[config.mk]
export PLATFORM = sky130hd
export DESIGN_NAME = score_display_scan
export DESIGN_NICKNAME = d
export VERILOG_FILES = /design/src/rtl/score_display_scan.sv
export SDC_FILE = /design/constraint.sdc
export NUM_CORES = 1
export LEC_CHECK = 0
export ABC_AREA = 1
export CAP_MARGIN = 25
export CORE_ASPECT_RATIO = 1.5
export CORE_UTILIZATION = 47
export CTS_CLUSTER_SIZE = 12
export DETAILED_ROUTE_END_ITERATION = 7
export GPL_ROUTABILITY_DRIVEN = 0
export PLACE_DENSITY = 0.76
export SLEW_MARGIN = 20
export SYNTH_ARGS = -nofsm -noshare
export SYNTH_HDL_FRONTEND = slang
export SYNTH_SLANG_ARGS = --single-unit
[constraint.sdc]
create_clock -name clk -period 5.9 [get_ports clk]
set_clock_uncertainty 0.1 [all_clocks]
set_input_delay 1.18 -clock clk [delete_from_list [all_inputs] [get_ports clk]]
set_output_delay 1.18 -clock clk [all_outputs]
set_load 0.02 [all_outputs]
[src/rtl/score_display_scan.sv]
// Three-digit multiplexed seven-segment scanner with per-frame input snapshot and sticky illegal-BCD flag.
// Optional leading-zero blanking is enabled by defining SCORE_LZB_EN.
module score_display_scan #(
    parameter int DIV        = 50000,
    parameter bit ACTIVE_LOW = 1'b1
) (
    input  logic       clk,
    input  logic       rst,
    input  logic       en,
    input  logic [3:0] num1,
    input  logic [3:0] num2,
    input  logic [3:0] num3,
    output logic [6:0] seg,
    output logic [2:0] an,
    output logic       err
);

    localparam int CW = (DIV > 1) ? $clog2(DIV) : 1;
    localparam logic [2:0] AN_POL  = {3{ACTIVE_LOW}};
    localparam logic [6:0] SEG_POL = {7{ACTIVE_LOW}};

    typedef enum logic [1:0] {ST_BLANK, ST_DIG0, ST_DIG1, ST_DIG2} state_t;

    state_t      r_state;
    state_t      w_state_next;
    logic [CW-1:0] r_cnt;
    logic        w_tick;
    logic        w_load;
    logic [11:0] r_shadow;
    logic [11:0] w_shadow_next;
    logic        w_blank_tens;
    logic        w_blank_hund;
    logic [2:0]  w_an_log;
    logic [6:0]  w_seg_log;
    logic [2:0]  r_an;
    logic [6:0]  r_seg;
    logic        r_err;

    function automatic logic [6:0] f_decode(input logic [3:0] d);
        case (d)
            4'd0:    f_decode = 7'h3F;
            4'd1:    f_decode = 7'h06;
            4'd2:    f_decode = 7'h5B;
            4'd3:    f_decode = 7'h4F;
            4'd4:    f_decode = 7'h66;
            4'd5:    f_decode = 7'h6D;
            4'd6:    f_decode = 7'h7D;
            4'd7:    f_decode = 7'h07;
            4'd8:    f_decode = 7'h7F;
            4'd9:    f_decode = 7'h6F;
            default: f_decode = 7'h40;
        endcase
    endfunction

    function automatic logic f_illegal(input logic [3:0] d);
        f_illegal = (d > 4'd9);
    endfunction

    assign w_tick = (r_cnt == CW'(DIV - 1));

    // Prescaler: free-runs 0..DIV-1 while enabled, parked at zero otherwise.
    always_ff @(posedge clk) begin
        if (rst || !en) begin
            r_cnt <= '0;
        end else if (w_tick) begin
            r_cnt <= '0;
        end else begin
            r_cnt <= r_cnt + CW'(1);
        end
    end

    // State register.
    always_ff @(posedge clk) begin
        if (rst) begin
            r_state <= ST_BLANK;
        end else begin
            r_state <= w_state_next;
        end
    end

    // Next-state logic; disabling forces BLANK from any state.
    always_comb begin
        w_state_next = r_state;
        if (!en) begin
            w_state_next = ST_BLANK;
        end else if (w_tick) begin
            case (r_state)
                ST_BLANK: w_state_next = ST_DIG0;
                ST_DIG0:  w_state_next = ST_DIG1;
                ST_DIG1:  w_state_next = ST_DIG2;
                ST_DIG2:  w_state_next = ST_DIG0;
                default:  w_state_next = ST_BLANK;
            endcase
        end else begin
            w_state_next = r_state;
        end
    end

    assign w_load = (w_state_next == ST_DIG0) && (r_state != ST_DIG0);

    // Shadow follows the inputs only on frame start so a frame never tears.
    always_comb begin
        w_shadow_next = r_shadow;
        if (w_load) begin
            w_shadow_next = {num3, num2, num1};
        end else begin
            w_shadow_next = r_shadow;
        end
    end

`ifdef SCORE_LZB_EN
    assign w_blank_hund = (w_shadow_next[11:8] == 4'd0);
    assign w_blank_tens = w_blank_hund && (w_shadow_next[7:4] == 4'd0);
`else
    assign w_blank_hund = 1'b0;
    assign w_blank_tens = 1'b0;
`endif

    // Output decode from the next state and next shadow, so outputs move with the state.
    always_comb begin
        w_an_log  = 3'b000;
        w_seg_log = 7'h00;
        case (w_state_next)
            ST_DIG0: begin
                w_an_log  = 3'b001;
                w_seg_log = f_decode(w_shadow_next[3:0]);
            end
            ST_DIG1: begin
                w_an_log  = 3'b010;
                w_seg_log = w_blank_tens ? 7'h00 : f_decode(w_shadow_next[7:4]);
            end
            ST_DIG2: begin
                w_an_log  = 3'b100;
                w_seg_log = w_blank_hund ? 7'h00 : f_decode(w_shadow_next[11:8]);
            end
            default: begin
                w_an_log  = 3'b000;
                w_seg_log = 7'h00;
            end
        endcase
    end

    // Shadow, sticky error and physical output registers.
    always_ff @(posedge clk) begin
        if (rst) begin
            r_shadow <= 12'h000;
            r_err    <= 1'b0;
            r_an     <= AN_POL;
            r_seg    <= SEG_POL;
        end else begin
            r_shadow <= w_shadow_next;
            if (w_load && (f_illegal(num1) || f_illegal(num2) || f_illegal(num3))) begin
                r_err <= 1'b1;
            end else begin
                r_err <= r_err;
            end
            r_an  <= w_an_log ^ AN_POL;
            r_seg <= w_seg_log ^ SEG_POL;
        end
    end

    assign an  = r_an;
    assign seg = r_seg;
    assign err = r_err;

endmodule

==> metrics.md <==
| Metric | Value |
|---|---|
| Crit-path most repeated cell | nand2_1 |
| Final WL | between 5 and 6 mm |
| Root buf cell | clkbuf_8 |
| Drt wl/cell | 11.8 um |
| Vias | ~2200 |
| Hold slack | about 0.36 ns |
| Hold Violations, Final | 0 |
| Post-CTS setup repair buffer count | 0 |
| Residual DRC | 0 |
| DP Area | 0.00270 mm^2 |
| IO Count | 26 |
| Reg2reg end | seg[3] |
| CP endpoint | seg[3] |
| Reg2Reg Setup Slack | around 3.1 ns |
| Setup WS pre-CTS | 2.23 ns |
| First-pass GRT wire length | 8.54 mm |
| Dpl hpwl | between 4 and 5 mm |
| Async set-or-reset flop fraction in the synthesized netlist | 0% |
| Final cell count without fillers | around 440 |
| Largest net degree at the start of global routing | 22 |
| Core Area | about 0.005 mm^2 |
| YS warnings | 0 |
| Starting DRC count in detailed routing | 61 |
| PnR worst setup slack | between 2 and 3 ns |
| Mapped Cells | 350 |
| Maximum vdd drop | 104 uV |
| Die W | ~61 um |
| Vias per cell | around 5.0 |
| Total CTS buffers | 5 |
| GR Util All Layers | 20.5% |
| Initial core utilization | between 40 and 50% |
| Clk slew on worst S/H paths | around 0.080 ns |
| Worst-path fanout max | 21 |
| Placed insts | ~430 |
| Mapped Area | ~0.0024 mm^2 |
| CP arrival | between 3 and 4 ns |
| Status | finished clean |
| Final setup fails | 0 |
| I/O Buffers | 25 |
| CP max stage cell | clkdlybuf4s50_1 |
| Max-slew headroom | around three fifths |
| H-tree levels | 2 |
| TritonCTS clock tree | built |
| Leak | between 1 and 1.5 nW |
| Worst-Margin Slew | about 0.6 ns |
| Fmax | ~300 MHz |
| Pwr Total | 479 uW |
| Top-area cell type share of the netlist area | between 30% and 40% |
| DIE HEIGHT | between 90 and 100 um |
| Row cnt | 31 |
| Final ANT Viol Nets | 0 |
| Tmin final | ~3.4 ns |
| Startpoint Class | input port |
| Cell Pwr Density | between 150 and 200 mW/mm^2 |
| CP peak stage delay | 0.57 ns |
| Avg Cell Area, Syn | between 6 and 7 um^2 |
| Clock tree buffer depth | 2 |
| Critical Path RT | roughly 6 ns |
| Layout Utilization | a little under three fifths |
| Worst-Skew Late Latency | between 0.2 and 0.3 ns |
| Most frequent cell after synthesis | nand2_1 |
| Setup TNS | 0 ns |
| Area grow syn2layout | 14.7% |
| Worst-path cell chain | clkdlybuf4s50_1 -> nand2_1 -> nor2_4 -> nand3_4 -> nand2_1 -> nand2_1 -> inv_1 -> ha_1 -> nand2_1 -> nand2_1 -> nand2_1 -> nand2_1 -> nand3_1 -> nand2_1 |
| Final worst-path cycle share | approximately 57% |
| Post-CTS Resized | 0 |
| Max Cap Viol | 0 |
| Clock Sinks | 41 |
| Antenna cell count | 0 |
| GRT overflow | 0 |
| Distinct cells, synth | 36 |
| RSZ-0062 raised after global routing | false |
| Setup CP Type | in -> reg |
| Synth cell count leaders | nand2_1 (99), inv_1 (43), dfxtp_1 (41), nor2_1 (38), nand3_1 (32) |
| Layout cells sized above 1 | around 11% |
| NumNets Final | 399 |
| Initial antenna violation count | 0 |
| Reg2reg start | r_cnt[0] |
| Synth Net Count | around 380 |
| Yosys reg bits | ~40 |
| Drt first pass iters | 4 |
| Post-CTS Hold Fix Bufs | 0 |
| Worst min path class | reg -> reg |
| Post-synth EDFFs | 0 |
| Final Max Tran Viols | 0 |
| Worst Setup SP | en |
| Design area | between 0.002 and 0.003 mm^2 |
| Reg2Reg Depth | 16 |
| Crit path capture type | flip-flop |
| Most area-consuming cells after synthesis | dfxtp_1 (34%), nand2_1 (15%), inv_1 (6.6%) |
| Vias in the first global route | 2077 |
| Dominant cell type by area after synthesis | dfxtp_1 |
| Main flop type after synthesis | dfxtp_1 |
| Die footprint | between 0.005 and 0.006 mm^2 |
| Seq/Total Area, Yosys | 33.8% |
==> cell families (layout without fill, tap and decap cells) <==
family / Yosys count / in the layout / share of synthesized area (%)
xor gates and xnor gates: 6 / 6 / 2.16
and+or+nand+nor: 209 / 209 / 40.6
AOI/OAI and AO/OA: 27 / 27 / 8.23
DFF: 41 / 41 / 33.8
buffers and inverters: 57 / 82 / 10.1
adders and majority gates: 10 / 10 / 5.15
==> cells in the final DEF (no fill, tap or decap), types with 2 or more instances in the layout <==
master and n:
o21a_1 2, nand2_4 6, inv_1 43, nand3_1 32, xor2_1 4, clkdlybuf4s50_1 25
a21oi_1 7, xnor2_1 2, nor2_1 38, o21ai_2 2, clkbuf_8 5, ha_1 10
nand3b_1 2, nand3_4 2, nor2_2 3, dfxtp_1 41, inv_2 6, nand4_1 11
o21ai_0 7, clkinv_2 2, nand2_2 9, nor3_1 2, o21ai_1 3, a21oi_4 2
nand2_1 99
==> flip-flops by register name, summed over array words and instances (netlist names) <==
register and cells:
seg 7, r_shadow 12, r_state 2, an 3
r_cnt 16, err 1
==> worst min-delay path by stage <==
stage                  start       end  slack (ns)  cells past startpoint
floorplan           r_cnt[0]  r_cnt[0]        0.32                      1
global placement    r_cnt[0]  r_cnt[0]        0.33                      1
detailed placement  r_cnt[0]  r_cnt[0]        0.34                      1
CTS                 r_cnt[0]  r_cnt[0]        0.36                      1
global route        r_cnt[0]  r_cnt[0]        0.40                      1
finish              r_cnt[0]  r_cnt[0]        0.36                      1
==> critical path: cells and delay by family <==
| family | cells | cell delay (ns) |
|---|---|---|
| adder cells (fa/ha/maj) | 1 | 0.25 |
| buffers and inverters | 2 | 0.70 |
| AND/OR/NAND/NOR | 11 | 1.34 |
==> where the power goes <==
part,total (mW),internal (mW),switching [mW]
Sequential,0.277,0.277,0.000459
Clock,0.181,0.0817,0.0994
Combinational,0.0204,0.00993,0.0105
==> routing by layer <==
layer | vias to the layer above | GRT usage, % | share of wire [%]
li1 | 1150 | - | -
met2 | 42 | 38.1 | 54
met1 | 1007 | 21.6 | 40
met4 | 0 | 7.01 | 2.0
met3 | 12 | 3.88 | 3.3
met5 | - | 0 | 0
==> area by class of cell <==
| cell class | count | area, um^2 |
|---|---|---|
| fillers | 483 | 2100 |
| well taps | 66 | 82.6 |
| clock inverters | 3 | 17.5 |
| repair buffers | 25 | 250 |
| inverters | 49 | 184 |
| clock buffers | 5 | 68.8 |
| multi-input cells | 252 | 1370 |
| flip-flops and latches | 41 | 821 |
Power figures use the tool's default switching activity.
==> RTL edit, RTL diff (same flow settings) <==
Reset style: asynchronous (`rst`), changed in 2 clocked blocks.
--- a/src/rtl/score_display_scan.sv
+++ b/src/rtl/score_display_scan.sv
@@ -72,3 +72,3 @@
     // State register.
-    always_ff @(posedge clk) begin
+    always_ff @(posedge clk or posedge rst) begin
         if (rst) begin
@@ -143,3 +143,3 @@
     // Shadow, sticky error and physical output registers.
-    always_ff @(posedge clk) begin
+    always_ff @(posedge clk or posedge rst) begin
         if (rst) begin
Formal check against the unedited RTL: same outputs for any inputs over 10 cycles, from zero or initial values and one cycle with rst high; that may be too few to reach the edited logic, so the function may still have changed.
==> RTL edit against the unedited design <==
Die area is 0.75% lower. Register-to-register slack worse by 0.29 ns. Area after synthesis is 0.77% lower. Largest cell class unchanged. Setup slack worse by 0.17 ns. Power is 12% higher. Sequential cell count stayed put. Routed wire length is 1.7% lower. Cell area is 1.7% higher. First-iteration DRC count is 26% higher. Global-route usage is 0.92 points higher. Synthesized cell count is 6.3% lower. Count of clock-buffer cells in the layout is 2 higher.
==> RTL edit: results <==
[worst_setup_path]
r2r_cells = 17
path_max_fanout = 20
r2r_slack_ns = 2.84
critPathArrivalTime_ns = 3.69
slowest_delay_ns = 0.53

[yosys]
syn-num-nets = 353
synth_area_leaders = dfrtp_1, nand2_1, dfxtp_1
synth-adder-area-share_pct = 5.19
yosys-top-cells-count = nand2_1, nor2_1, inv_1
synth-compound-area-share_pct = 8.40
synth_xor_xnor_area_share_pct = 1.45

[route]
wl_per_cell_microns = 12.0
via_per_inst = 5.00

[place]
dp_slack_ns = 2.05
place_hpwl_mm = 3.94
placed_cell_area_sq_um = 2710
placed_cells = 414

[status]
status = finished clean

[layout]
buffers = 26
multi_input_area_sq_um = 1240
nNonClkInverters = 47
clk_share_pct = 4.10
final-nonclk-buf-share_pct = 9.35

[global_route]
grt_first_pass_wirelength_mm = 8.82
grt_max_degree = 27

[timing]
hold_slack_ns = 0.352

[floorplan]
fp.dieW_microns = 60.5
==> RTL edit: changes by cell type after synthesis, sizes merged, moves of 8 or more <==
cell	before	now
dfrtp	0	15
dfstp	0	10
dfxtp	41	16
nand2	114	106
nand3	35	21
==> RTL edit: worst paths after layout <==
kind                           from           to
max in group asynchronous       rst       seg[6]
min in group asynchronous       rst  r_shadow[8]
max reg2reg                r_cnt[0]       seg[3]
min reg2reg                r_cnt[0]     r_cnt[0]
max                              en       seg[3]
min                        r_cnt[0]     r_cnt[0]
==> RTL edit: power by group <==
group / switching [mW] / total (mW) / internal [mW]
Combinational: 0.0110 / 0.0217 / 0.0108
Sequential: 0.000434 / 0.281 / 0.280
Clock: 0.0969 / 0.235 / 0.138
Total: 0.108 / 0.537 / 0.429
==> RTL edit: layer usage <==
layer  share of wire, %  vias to the layer above  GRT usage [%]
met1                 41                      983           23.1
li1                   -                     1079              -
met2                 53                       41           37.6
met4                3.6                        0           10.6
met3                3.0                       14           4.17
met5                  0                        -              0
